File: config.mk
export PLATFORM = sky130hd
export DESIGN_NAME = keypad_emulator
export DESIGN_NICKNAME = d
export VERILOG_FILES = /design/src/rtl/keypad_emulator.sv
export SDC_FILE = /design/constraint.sdc
export NUM_CORES = 1
export LEC_CHECK = 0
export CAP_MARGIN = 20
export CORE_UTILIZATION = 58
export DETAILED_ROUTE_END_ITERATION = 7
export PLACE_DENSITY_LB_ADDON = 0.12
export REMOVE_ABC_BUFFERS = 1
export SLEW_MARGIN = 25
export SYNTH_ARGS = -nofsm -noshare
export SYNTH_HDL_FRONTEND = slang
export SYNTH_SLANG_ARGS = --single-unit
File: constraint.sdc
create_clock -name clk -period 4.65 [get_ports clk]
set_input_delay 0.465 -clock clk [delete_from_list [all_inputs] [get_ports clk]]
set_output_delay 0.465 -clock clk [all_outputs]
set_load 0.05 [all_outputs]
File: src/rtl/keypad_emulator.sv
// 4x4 active-high matrix keypad responder: drives col from row per the latched key,
// with LFSR contact bounce around a timed stable-closed hold.
module keypad_emulator #(
  parameter int         TICK_CYCLES  = 12000,
  parameter int         BOUNCE_TICKS = 4,
  parameter int         GAP_TICKS    = 2,
  parameter int         HOLD_W       = 12,
  parameter logic [7:0] LFSR_SEED    = 8'hA5
) (
  input  logic              clk,
  input  logic              reset,
  input  logic [3:0]        row,
  output logic [3:0]        col,
  input  logic              cmd_valid,
  output logic              cmd_ready,
  input  logic [3:0]        cmd_key,
  input  logic [3:0]        cmd_key2,
  input  logic              cmd_key2_en,
  input  logic [HOLD_W-1:0] cmd_hold,
  output logic              busy,
  output logic              contact,
  output logic              done
);

  localparam logic [2:0] S_IDLE     = 3'd0;
  localparam logic [2:0] S_BOUNCE_P = 3'd1;
  localparam logic [2:0] S_HOLD     = 3'd2;
  localparam logic [2:0] S_BOUNCE_R = 3'd3;
  localparam logic [2:0] S_GAP      = 3'd4;
  localparam logic [2:0] S_DONE     = 3'd5;

  localparam int PW = (TICK_CYCLES  > 1) ? $clog2(TICK_CYCLES)    : 1;
  localparam int BW = (BOUNCE_TICKS > 0) ? $clog2(BOUNCE_TICKS+1) : 1;
  localparam int GW = (GAP_TICKS    > 0) ? $clog2(GAP_TICKS+1)    : 1;

  logic [2:0]        state, state_n;
  logic [PW-1:0]     presc;
  logic [HOLD_W-1:0] hold_cnt;
  logic [BW-1:0]     bnc_cnt;
  logic [GW-1:0]     gap_cnt;
  logic [7:0]        lfsr, lfsr_n, lfsr_adv;
  logic [3:0]        key_q, key2_q;
  logic              key2_en_q;
  logic              tick, accept, bouncing, contact_n;
  logic [3:0]        p_rc, s_rc;

  // {row, col} position of a hex key on the pad
  function automatic logic [3:0] key_rc(input logic [3:0] k);
    case (k)
      4'h1: key_rc = 4'b0000;  4'h2: key_rc = 4'b0001;
      4'h3: key_rc = 4'b0010;  4'hA: key_rc = 4'b0011;
      4'h4: key_rc = 4'b0100;  4'h5: key_rc = 4'b0101;
      4'h6: key_rc = 4'b0110;  4'hB: key_rc = 4'b0111;
      4'h7: key_rc = 4'b1000;  4'h8: key_rc = 4'b1001;
      4'h9: key_rc = 4'b1010;  4'hC: key_rc = 4'b1011;
      4'hE: key_rc = 4'b1100;  4'h0: key_rc = 4'b1101;
      4'hF: key_rc = 4'b1110;  4'hD: key_rc = 4'b1111;
    endcase
  endfunction

  assign cmd_ready = (state == S_IDLE) && !reset;
  assign accept    = cmd_valid && cmd_ready;
  assign busy      = (state != S_IDLE);
  assign done      = (state == S_DONE);
  assign tick      = (presc == PW'(TICK_CYCLES-1));
  assign bouncing  = (state == S_BOUNCE_P) || (state == S_BOUNCE_R);
  assign lfsr_adv  = {lfsr[6:0], lfsr[7] ^ lfsr[5] ^ lfsr[4] ^ lfsr[3]};
  assign p_rc      = key_rc(key_q);
  assign s_rc      = key_rc(key2_q);

  always_comb begin
    state_n = state;
    lfsr_n  = lfsr;
    case (state)
      S_IDLE:     if (accept) state_n = (BOUNCE_TICKS == 0) ? S_HOLD : S_BOUNCE_P;
      S_BOUNCE_P: if (tick) begin
                    lfsr_n = lfsr_adv;
                    if (bnc_cnt == BW'(1)) state_n = S_HOLD;
                  end
      S_HOLD:     if (tick && hold_cnt == HOLD_W'(1))
                    state_n = (BOUNCE_TICKS == 0) ? S_GAP : S_BOUNCE_R;
      S_BOUNCE_R: if (tick) begin
                    lfsr_n = lfsr_adv;
                    if (bnc_cnt == BW'(1)) state_n = S_GAP;
                  end
      S_GAP:      if (GAP_TICKS == 0 || (tick && gap_cnt == GW'(1))) state_n = S_DONE;
      S_DONE:     state_n = S_IDLE;
      default:    state_n = S_IDLE;
    endcase
  end

  // contact is registered from the next state so it tracks state/lfsr without lag
  always_comb begin
    contact_n = 1'b0;
    case (state_n)
      S_BOUNCE_P, S_BOUNCE_R: contact_n = lfsr_n[0];
      S_HOLD:                 contact_n = 1'b1;
      default:                contact_n = 1'b0;
    endcase
  end

  always_ff @(posedge clk) begin
    if (reset) begin
      state     <= S_IDLE;
      contact   <= 1'b0;
      lfsr      <= LFSR_SEED;
      presc     <= '0;
      hold_cnt  <= '0;
      bnc_cnt   <= '0;
      gap_cnt   <= '0;
      key_q     <= '0;
      key2_q    <= '0;
      key2_en_q <= 1'b0;
    end else begin
      state   <= state_n;
      lfsr    <= lfsr_n;
      contact <= contact_n;
      presc   <= (accept || tick) ? '0 : presc + PW'(1);
      if (accept) begin
        key_q     <= cmd_key;
        key2_q    <= cmd_key2;
        key2_en_q <= cmd_key2_en;
        hold_cnt  <= (cmd_hold == '0) ? HOLD_W'(1) : cmd_hold;
      end else if (state == S_HOLD && tick) begin
        hold_cnt <= hold_cnt - HOLD_W'(1);
      end
      // bounce counter rearms while idle or holding, ready for the next bounce phase
      if (bouncing) begin
        if (tick) bnc_cnt <= bnc_cnt - BW'(1);
      end else begin
        bnc_cnt <= BW'(BOUNCE_TICKS);
      end
      if (state == S_GAP) begin
        if (tick) gap_cnt <= gap_cnt - GW'(1);
      end else begin
        gap_cnt <= GW'(GAP_TICKS);
      end
    end
  end

  always_comb begin
    col = 4'b0000;
    if (contact && row[p_rc[3:2]]) col[p_rc[1:0]] = 1'b1;
    if (key2_en_q && state == S_HOLD && row[s_rc[3:2]]) col[s_rc[1:0]] = 1'b1;
  end

endmodule
# [After elaboration in Yosys (flattened, before gate mapping)]
# Memory sizes are Yosys's and may differ from the RTL's. A register that Yosys moved wholly into a read port is not among the register bits.
# Index checks and enable logic that the tools add are counted.
[totals] reg_bits=52 romBits=128 in_bits=28 output_inout_bits=8 elab_cells=100 mem_count=2
[classes] addsub=4 magnitude_cmp=6 eq_ne=14 muxes=32 n_bitwise=6 n_reduce_logical=23
[mem_list] memory="(name not given)" depth=16 word_bits=4 read_ports=1 rd_clocked_by_memory_dff=1 write_ports=0 line="49" text="case (k)"
[mem_list] memory="(name not given)" depth=16 word_bits=4 read_ports=1 rd_clocked_by_memory_dff=1 write_ports=0 line="49"
[ops] operator="two-way mux 12 bit" n=3
[ops] operator="two-way mux 3 bit" n=9
[ops] operator="two-way mux 4 bit" n=6
[ops] operator="case mux 3 bit (5 select lines)" n=1
[ops] operator="adder 14 x 1 -> 14 bit (second input constant)" n=1
[ops] operator="== test 14 bit (second input constant)" n=1
[ops] operator="== test 12 x 1 -> 1 bit (second input constant)" n=1
[ops] operator="== test 3 x 2 -> 1 bit (second input constant)" n=4
[ops] operator="logical NOT 12 bit" n=1
[ops] operator="< comparator 2 x 3 -> 1 bit (second input constant)" n=4
[ops] operator="subtractor 12 x 1 -> 12 bit (second input constant)" n=1
[ops] operator="logical AND 1 bit" n=10
[ops] operator="OR reduction 2 bit" n=5
[ops] operator="== test 3 x 1 -> 1 bit (second input constant)" n=3
[ops] operator="== test 3 bit (second input constant)" n=2
[ops] operator="two-way mux 1 bit" n=6
[ops] operator="binary-select mux 1 bit (select 2 bit)" n=2
[ops] operator="demux 1 bit (select 2 bit)" n=2
[ops] operator=">= comparator 2 x 1 -> 1 bit (second input constant)" n=2
[ops] operator="two-way mux 2 bit" n=2
[ops] operator="!= test 2 bit (second input constant)" n=2
[ops] operator="bitwise OR 4 bit" n=1
[ops] operator="logical NOT 3 bit" n=1
[ops] operator="nonzero test 3 bit" n=1
[ops] operator="other kinds (10)" n=14

# [Longest topological paths before layout]
# Gate-level depths: netlist of run 1.
[depth] ltp_word=8 mapped_depth=9

# [Worst setup path after synthesis of run 1]
# Ideal clock, no wire load.
[synth_path] path_type="reg-to-output" from="register state[1]" to="output col[3]" arrival_time_ns=2.093 path_slack_ns=2.092 path_stages_with_launch=6 path_buffers=0 cell_sequence="dfxtp_1 > nor2b_1 > nor2b_1 > and3_1 > nand2_1 > o21ai_0"
[synth_between] elab_chain_len=4
[synth_lines] element="start: declaration" line="36" text="logic [2:0] state, state_n;"
[synth_lines] element="start signal: assignment" line="115" text="state <= state_n;"
[synth_lines] element="== test 3 x 2 -> 1 bit" line="144" text="if (key2_en_q && state == S_HOLD && row[s_rc[3:2]]) col[s_rc[1:0]] = 1'b1;"
[synth_lines] element="logical AND 1 bit (2 in a row)" line="144"
[synth_lines] element="two-way mux 4 bit" line="144"
[synth_lines] element="end: declaration" line="13" text="output logic [3:0] col,"
# No other way between the ends.

# [Worst setup path in the final report of run 1]
# Ends and elaborated chain as after synthesis.

==> results of run 1 <==
-- sequential cells by signal (all words and copies together), names as in the netlist --
register / cells
state: 3
contact: 1
hold_cnt: 12
gap_cnt: 2
s_rc: 4
lfsr: 8
bnc_cnt: 3
presc: 14
key_q: 4
key2_en_q: 1
key2_q: 4
p_rc: 4
-- worst max-delay path, delay by kind of cell, from the launching register on --
family	cells	cell delay [ps]
AO/OA/AOI/OAI	1	150
buffers and inverters	1	820
flip-flops	1	420
AND/OR/NAND/NOR	4	890
-- routing by layer --
layer / up-vias / track usage, % / part of all wire [%]
li1: 1230 / - / -
met1: 1120 / 31.0 / 46
met2: 53 / 41.4 / 48
met3: 12 / 8.06 / 4.9
met4: 0 / 10.9 / 1.6
met5: - / 0 / 0
-- cells in the mapped netlist (2+ instances only) --
cell	n	area share, %
sky130_fd_sc_hd__a211oi_1	5	1.3
sky130_fd_sc_hd__a21boi_1	2	0.53
sky130_fd_sc_hd__a21oi_1	19	3.4
sky130_fd_sc_hd__a221oi_1	2	0.62
sky130_fd_sc_hd__a22oi_1	10	2.6
sky130_fd_sc_hd__a31o_2	2	0.62
sky130_fd_sc_hd__a31oi_1	4	0.88
sky130_fd_sc_hd__and2_1	4	0.88
sky130_fd_sc_hd__and3_1	7	1.5
sky130_fd_sc_hd__and4_1	3	0.93
sky130_fd_sc_hd__clkbuf_1	8	1.1
sky130_fd_sc_hd__clkinv_1	2	0.26
sky130_fd_sc_hd__dfxtp_1	60	42
sky130_fd_sc_hd__ha_1	6	2.6
sky130_fd_sc_hd__inv_1	13	1.7
sky130_fd_sc_hd__inv_2	3	0.40
sky130_fd_sc_hd__mux2i_1	8	2.8
sky130_fd_sc_hd__mux4_2	2	1.6
sky130_fd_sc_hd__nand2_1	26	3.4
sky130_fd_sc_hd__nand2b_1	9	2.0
sky130_fd_sc_hd__nand3_1	4	0.71
sky130_fd_sc_hd__nand3b_1	2	0.53
sky130_fd_sc_hd__nand4_1	4	0.88
sky130_fd_sc_hd__nor2_1	40	5.3
sky130_fd_sc_hd__nor2b_1	5	1.1
sky130_fd_sc_hd__nor3_1	11	1.9
sky130_fd_sc_hd__nor3b_1	3	0.79
sky130_fd_sc_hd__nor4_1	4	0.88
sky130_fd_sc_hd__o211ai_1	2	0.53
sky130_fd_sc_hd__o21ai_0	3	0.53
sky130_fd_sc_hd__o21ai_1	7	1.2
sky130_fd_sc_hd__o22ai_1	3	0.66
sky130_fd_sc_hd__or4_4	2	0.79
sky130_fd_sc_hd__xnor2_1	13	4.0
sky130_fd_sc_hd__xor2_1	10	3.1
-- final cells by class --
| type | instances | area [sq um] | area share (%) |
|---|---|---|---|
| Multi-Input combinational cell | 236 | 1540 | 44.9 |
| Sequential cell | 60 | 1200 | 35.1 |
| Timing Repair Buffer | 37 | 365 | 10.7 |
| Clock buffer | 13 | 159 | 4.64 |
| Tap cell | 67 | 83.8 | 2.45 |
| Inverter | 18 | 67.6 | 1.97 |
| Clock inverter | 2 | 10.0 | 0.293 |
-- worst max path at each step --
stage,endpoint,cells past startpoint,slack [ps],from
2_1_floorplan,col[3],5,2090,state[1]
3_3_place_gp,col[3],6,1790,row[2]
3_5_place_dp,p_rc[1],7,1720,reset
4_1_cts,col[3],6,1540,state[1]
5_1_grt,col[1],6,1360,state[1]
6_report,col[3],6,1560,state[1]
-- logic make-up after synthesis --
logic type / after synthesis
DFF: 60
and+or+nand+nor: 130
AOI/OAI and AO/OA: 65
buffers and inverters: 27
xor gates and xnor gates: 23
adders and majority gates: 6
muxes: 12
-- power by group --
part | total, mW | switching, mW | internal [mW] | leakage (nW)
Sequential | 0.554 | 0.0160 | 0.538 | 0.490
Clock | 0.412 | 0.194 | 0.218 | 0.0893
Combinational | 0.149 | 0.0779 | 0.0711 | 0.775
Total | 1.12 | 0.288 | 0.827 | 1.35
==> results.env, run 1 <==
REPORT.FINAL.HOLD_VIOL_COUNT=0
LARGEST_FAMILY_OF_LOGIC_CELLS_BY_SYNTHESIZED_AREA='simple AND/OR/NAND/NOR gates'
POST_SYNTHESIS_MUX_AREA_SHARE_PCT=5.20
WORSTSETUPENDPOINTTYPE='output pin'
XOR_XNOR_SHARE_OF_THE_SYNTHESIZED_AREA_PCT=7.10
CLOCK_INSERTION_DELAY_WORST_SKEW_PS=350
FINALNONFILLERCELLS=433
LARGEST_NET_DEGREE_AT_THE_START_OF_GLOBAL_ROUTING=28
CTS_BUFFERS=9
OVERFLOW=0
LAYOUT_COMMONEST_CELL='sky130_fd_sc_hd__dfxtp_1'
POSTSYNTH.TOPFLOPCELL='sky130_fd_sc_hd__dfxtp_1'
WORST_IR_DROP_VDD_uV=214
PATH_MAX_FANOUT=6
FIN_HOLD_WS_PS=463
SYNTH_CELL_TYPE_COUNT=50
MAX_CAP_VIOL_COUNT=0
WL_PER_CELL_UM=13.7
DIEWIDTH_UM=71.9
POST_SYNTH_INST_COUNT=323
DPL.HPWL_UM=4200
ACTUAL_SLEW_AT_THE_WORST_MAX_SLEW_PIN_PS=654
CRIT_PATH_START_KIND='register'
ROWS=25
SETUP_VIOL=0
SYNTHESIS.AREA_PER_INSTANCE_SQ_UM=8.79
CLOCK-SKEW-FINAL_PS=4.17
INITIAL_CORE_UTIL_PCT=60.1
NUMBER_OF_SYNTHESIZED_FLOPS_WITH_AN_ENABLE_PIN=0
SYNTHESIS_WARNINGS=0
DRT_FIRST_PASS_ITERS=5
FIN_TOTAL_PWR_mW=1.12
DPL_WORST_SLACK_PS=1720
R2R-START='presc[0]'
PLACE.GP.CONGESTION=0.862
CTSLONGESTPATHBUFFERS=2
GRT_USE_TOTAL_PCT=25.4
CTS_TREE='yes'
POST_SYNTHESIS_SIMPLE_GATE_AREA_FRACTION_PCT=23.8
POST_DP_CELL_AREA_SQ_UM=3250
LEAKAGE_nW=1.35
ANT_NETS=0
AREA_GROWTH_SYN_TO_LAYOUT_PCT=20.6
PATH_CELLS='nor2b_1, nor2b_1, and3_1, nand2_1, o21ai_0, clkdlybuf4s50_1'
TIMING.SLEW.HEADROOM_PCT=56.4
WL_UM=5940
SETUP_TOTAL_NEGATIVE_SLACK_PS=0
ANTENNA_FIX_CELLS=0
ASYNC_FLOP_SHARE_PCT=0
DRT_DRC_VIOLATIONS_LEFT=0
VIAS_IN_THE_FIRST_GLOBAL_ROUTE=2200
CLOCKROOTBUFFER='sky130_fd_sc_hd__clkbuf_8'
PLACED_CELLS=418
LAYOUT.CELLS.MOST_COMMON_LIST='sky130_fd_sc_hd__dfxtp_1 (60), sky130_fd_sc_hd__nor2_1 (40), sky130_fd_sc_hd__clkdlybuf4s50_1 (35)'
CTS_SINKS=60
HOLD_PATH_END='presc[0]'
SYNTH_FA_HA_AREA_SHARE_PCT=2.65
VERTICAL_DIE_DIMENSION_UM=71.9
HOLD_PATH_STARTPOINT='presc[0]'
SYNTH_COMPOUND_AREA_SHARE_PCT=15.3
CORE-AREA_SQ_UM=4720
P_PER_AREA_nW_PER_UM2=326
FILLERINSTANCES=373
POST_CTS_RESIZED=0
POST_ROUTE_MINIMUM_PERIOD_PS=3090
COUNT_OF_H_TREE_LEVELS_BUILT_DURING_CTS=3
HIGHEST_ATTAINABLE_CLOCK_FREQUENCY_MHz=323
TIMING.REG2REG.WORST_PATH_DEPTH=7
CTS_HOLD_REPAIR.BUFFERS=0
WORSTSETUPPATHTYPE='reg -> out'
CRITPATHMAXSTAGEDELAY_PS=820
LAYOUT.NETS=396
DETAILROUTE.VIA_COUNT=2415
DIE-AREA_SQ_UM=5180
PATH_CLK_SLEW_PS=60
HOLDCRITPATHCLASS='reg -> reg'
WORST_SLACK_PS=1560
FINAL_CORE_UTILIZATION_PCT=72.5
IO_BUFFERS=35
POST_CTS_SETUP_BUFFER_COUNT=0
IOS=36
HOLDPATHSTAGES=1
PORTION_OF_THE_POST_SYNTHESIS_AREA_USED_BY_SEQUENTIAL_ELEMENTS_PCT=42.3
LAYOUT_WORST_PATH_CYCLE_SHARE_PCT=66.5
FINAL_LAYOUT_SIZE_SUFFIX_GT1_SHARE_PCT=7.92
CRITICAL-PATH-TOP-CELL-BY-COUNT='sky130_fd_sc_hd__nor2b_1'
VIA_PER_INST=5.58
REG2REG_SETUP_SLACK_PS=1850
NUMBER_OF_ANTENNA_VIOLATIONS_AT_THE_FIRST_CHECK_IN_GLOBAL_ROUTING=0
SYNTH_AREA_SQ_UM=2840
R2R_END='contact'
CRITICAL_PATH_REQUIRED_PS=4180
YS_SEQ_ELEMENTS=60
TIMING.CRITICAL_PATH.ARRIVAL_PS=2630
GRT_SETUP_UNREPAIRED='false'
FINAL_AREA_SQ_UM=3420
CRIT_PATH_TOP_DELAY_CELL='sky130_fd_sc_hd__clkdlybuf4s50_1'
STATUS='finished clean'
GRT_FIRST_PASS_WIRELENGTH_UM=9910
DR.FIRST_ITER.DRC_COUNT=149
TIMING.FINAL.MAX_SLEW_VIOLATIONS=0
No activity file was read; power rests on OpenSTA's default activity.
==> inputs of run 2 (changes only) <==
--- a/config.mk
+++ b/config.mk
@@ -6,7 +6,7 @@
 export NUM_CORES = 1
 export LEC_CHECK = 0
 export CAP_MARGIN = 20
-export CORE_UTILIZATION = 58
+export CORE_UTILIZATION = 50
 export DETAILED_ROUTE_END_ITERATION = 7
 export PLACE_DENSITY_LB_ADDON = 0.12
 export REMOVE_ABC_BUFFERS = 1
==> constraint.sdc (replaced) <==
create_clock -name clk -period 2.8 [get_ports clk]
set_input_delay 0.28 -clock clk [delete_from_list [all_inputs] [get_ports clk]]
set_output_delay 0.28 -clock clk [all_outputs]
set_load 0.05 [all_outputs]
==> results.env, run 2 (synthesis results as in run 1) <==
INITIAL_CORE_UTIL_PCT=51.9  # was 60.1%
LAYOUT.NETS=401  # was 396
TIMING.REG2REG.WORST_PATH_DEPTH=6  # was 7
HOLDPATHSTAGES=1  # unchanged
GRT_SETUP_UNREPAIRED='false'  # unchanged
DETAILROUTE.VIA_COUNT=2373  # was 2415
R2R_END='contact'  # unchanged
TIMING.CRITICAL_PATH.ARRIVAL_PS=2830  # was 2630 ps
FINAL_LAYOUT_SIZE_SUFFIX_GT1_SHARE_PCT=10.3  # was 7.92%
CRITICAL-PATH-TOP-CELL-BY-COUNT='sky130_fd_sc_hd__or4_4'  # was sky130_fd_sc_hd__nor2b_1
CORE-AREA_SQ_UM=5470  # was 4720 sq um
DRT_FIRST_PASS_ITERS=4  # was 5
IOS=36  # unchanged
POST_ROUTE_MINIMUM_PERIOD_PS=2570
CTSLONGESTPATHBUFFERS=2  # unchanged
HOLD_PATH_END='presc[0]'  # unchanged
R2R-START='hold_cnt[3]'  # was presc[0]
CRIT_PATH_START_KIND='register'  # unchanged
HOLDCRITPATHCLASS='reg -> reg'  # unchanged
DPL_WORST_SLACK_PS=236  # was 1720 ps
TIMING.SLEW.HEADROOM_PCT=57.4  # was 56.4%
REG2REG_SETUP_SLACK_PS=230  # was 1850 ps
CTS_HOLD_REPAIR.BUFFERS=0  # unchanged
PATH_BUF_INV=0  # was 1
NUMBER_OF_ANTENNA_VIOLATIONS_AT_THE_FIRST_CHECK_IN_GLOBAL_ROUTING=0  # unchanged
OVERFLOW=0  # unchanged
FINAL_AREA_SQ_UM=3480  # was 3420 sq um
REGAREA_SQ_UM=1200  # unchanged
CLOCK_INSERTION_DELAY_WORST_SKEW_PS=340  # was 350 ps
VIA_PER_INST=5.37  # was 5.58
ANTENNA_FIX_CELLS=0  # unchanged
GRT_FIRST_PASS_WIRELENGTH_UM=10200  # was 9910 um
WL_PER_CELL_UM=13.4  # was 13.7 um
CRITICAL_PATH_REQUIRED_PS=3070  # was 4180 ps
CTS_SINKS=60  # unchanged
GRT_USE_TOTAL_PCT=22.0  # was 25.4%
DR.FIRST_ITER.DRC_COUNT=120  # was 149
WORST_SLACK_PS=231  # was 1560 ps
DIE-AREA_SQ_UM=5980  # was 5180 sq um
DPL.HPWL_UM=4400  # was 4200 um
VIAS_IN_THE_FIRST_GLOBAL_ROUTE=2308  # was 2200
MOST_FLOP_HEAVY_REGISTER='presc'  # unchanged
LARGEST_NET_DEGREE_AT_THE_START_OF_GLOBAL_ROUTING=19  # was 28
LAYOUT_WORST_PATH_CYCLE_SHARE_PCT=91.7
CTS_TREE='yes'  # unchanged
WORST_IR_DROP_VDD_uV=407  # was 214 uV
PATH_CELLS='or4_4, or4_4, or3_4, o311ai_4, mux2_1, nor3_1'  # was nor2b_1, nor2b_1, and3_1, nand2_1, o21ai_0, clkdlybuf4s50_1
CRIT_PATH_TOP_DELAY_CELL='sky130_fd_sc_hd__or4_4'  # was sky130_fd_sc_hd__clkdlybuf4s50_1
WORSTSETUPENDPOINTTYPE='register'  # was output pin
FIN_TOTAL_PWR_mW=1.93  # was 1.12 mW
P_PER_AREA_nW_PER_UM2=556  # was 326 nW/um^2
HOLD_PATH_STARTPOINT='presc[0]'  # unchanged
CRITPATHMAXSTAGEDELAY_PS=560  # was 820 ps
REPORT.FINAL.HOLD_VIOL_COUNT=0  # unchanged
TIMING.FINAL.MAX_SLEW_VIOLATIONS=0  # unchanged
VERTICAL_DIE_DIMENSION_UM=77.3  # was 71.9 um
STATUS='finished clean'  # unchanged
PATH_CLK_SLEW_PS=60  # about the same
LEAKAGE_nW=1.41  # was 1.35 nW
FLIP_FLOP_COUNT_OF_THE_LARGEST_REGISTER_ALL_COPIES_AND_WORDS_ADDED=14  # unchanged
ROWS=27  # was 25
LAYOUT.CELLS.MOST_COMMON_LIST='sky130_fd_sc_hd__dfxtp_1 (60), sky130_fd_sc_hd__nor2_1 (40), sky130_fd_sc_hd__clkdlybuf4s50_1 (30)'  # was sky130_fd_sc_hd__dfxtp_1 (60), sky130_fd_sc_hd__nor2_1 (40), sky130_fd_sc_hd__clkdlybuf4s50_1 (35)
BIGGESTREGSBYFLOPS='presc x14, hold_cnt x12, lfsr x8'  # unchanged
ANT_NETS=0  # unchanged
AREA_USED_BY_MULTI_INPUT_COMBINATIONAL_LOGIC_SQ_UM=1540  # unchanged
LAYOUT_COMMONEST_CELL='sky130_fd_sc_hd__dfxtp_1'  # unchanged
AREA_GROWTH_SYN_TO_LAYOUT_PCT=22.6  # was 20.6%
PLACE.GP.CONGESTION=0.790  # was 0.862
WORSTSETUPPATHTYPE='reg -> reg'  # was reg -> out
SETUP_VIOL=0  # unchanged
PATH_MAX_FANOUT=7  # was 6
MAX_CAP_VIOL_COUNT=0  # unchanged
HIGHEST_ATTAINABLE_CLOCK_FREQUENCY_MHz=389
DIEWIDTH_UM=77.3  # was 71.9 um
ACTUAL_SLEW_AT_THE_WORST_MAX_SLEW_PIN_PS=639  # was 654 ps
IO_BUFFERS=35  # unchanged
CTS_BUFFERS=9  # unchanged
SETUP_TOTAL_NEGATIVE_SLACK_PS=0  # unchanged
TIMING.CRITICAL_PATH.DEPTH=6  # unchanged
FINAL_CORE_UTILIZATION_PCT=63.6  # was 72.5%
POST_DP_CELL_AREA_SQ_UM=3290  # was 3250 sq um
COUNT_OF_H_TREE_LEVELS_BUILT_DURING_CTS=3  # unchanged
CLOCKROOTBUFFER='sky130_fd_sc_hd__clkbuf_8'  # unchanged
WL_UM=5940  # about the same
CLOCK-SKEW-FINAL_PS=4.89  # was 4.17 ps
DRT_DRC_VIOLATIONS_LEFT=0  # unchanged
FILLERINSTANCES=502  # was 373
WORST_PATH_DOMINANT_CELL_FAMILY='simple AND/OR/NAND/NOR gates'  # unchanged
-- run 2: changes by cell type in the layout (fill, tap and decap cells not counted), sizes merged --
| cell | before | now |
|---|---|---|
| buf | 2 | 11 |
| bufinv | 0 | 1 |
| clkbuf | 13 | 12 |
| clkdlybuf4s50 | 35 | 30 |
| clkinv | 4 | 3 |
| dlymetal6s2s | 0 | 1 |
-- run 2: worst max-delay path by stage --
stage,endpoint,slack [ps],startpoint
after detailed placement,contact,240,hold_cnt[3]
after global placement,contact,270,hold_cnt[3]
after global routing,contact,110,hold_cnt[3]
after CTS,col[1],70,state[1]
after floorplan,contact,330,hold_cnt[3]
final,contact,230,hold_cnt[3]
-- run 2: cell type report --
type | instances | area share [%]
clock buffer | 12 | 4.46
clock inverter | 2 | 1.01
inverter | 18 | 1.94
multi-input combinational | 236 | 44.1
sequential | 60 | 34.5
tap | 72 | 2.59
timing repair buffer | 42 | 11.4
-- run 2: report_power, final --
group | internal [mW] | leakage [nW] | switching [mW]
Clock | 0.448 | 0.0983 | 0.320
Sequential | 0.894 | 0.490 | 0.0265
Combinational | 0.120 | 0.825 | 0.126
-- run 2: layer usage --
layer	vias to the layer above	part of all wire (%)	GRT usage, %
li1	1231	-	-
met5	-	0	0
met1	1102	48	27.6
met4	0	1.3	8.49
met3	7	3.4	5.88
met2	33	48	36.0
-- run 2: worst reg2reg max path: stages, from the launching register on --
cell                       delay (ps)
sky130_fd_sc_hd__dfxtp_1          350
sky130_fd_sc_hd__or4_4            560
sky130_fd_sc_hd__or4_4            450
sky130_fd_sc_hd__or3_4            350
sky130_fd_sc_hd__o311ai_4         280
sky130_fd_sc_hd__mux2_1           350
sky130_fd_sc_hd__nor3_1           150
-- run 2: repair_timing --
action                                  4_1_cts  5_1_grt
gates resized for setup                       0        1
endpoints found under the setup margin        0        1
buffers inserted                              0        0
-- run 2: through the flow --
| step | cells | hold slack (ps) |
|---|---|---|
| finish | 442 | 454 |
| global route | 442 | 474 |
| CTS | 442 | 458 |
| detailed placement | 428 | 445 |
| global placement | 428 | 430 |
| floorplan | 314 | 349 |
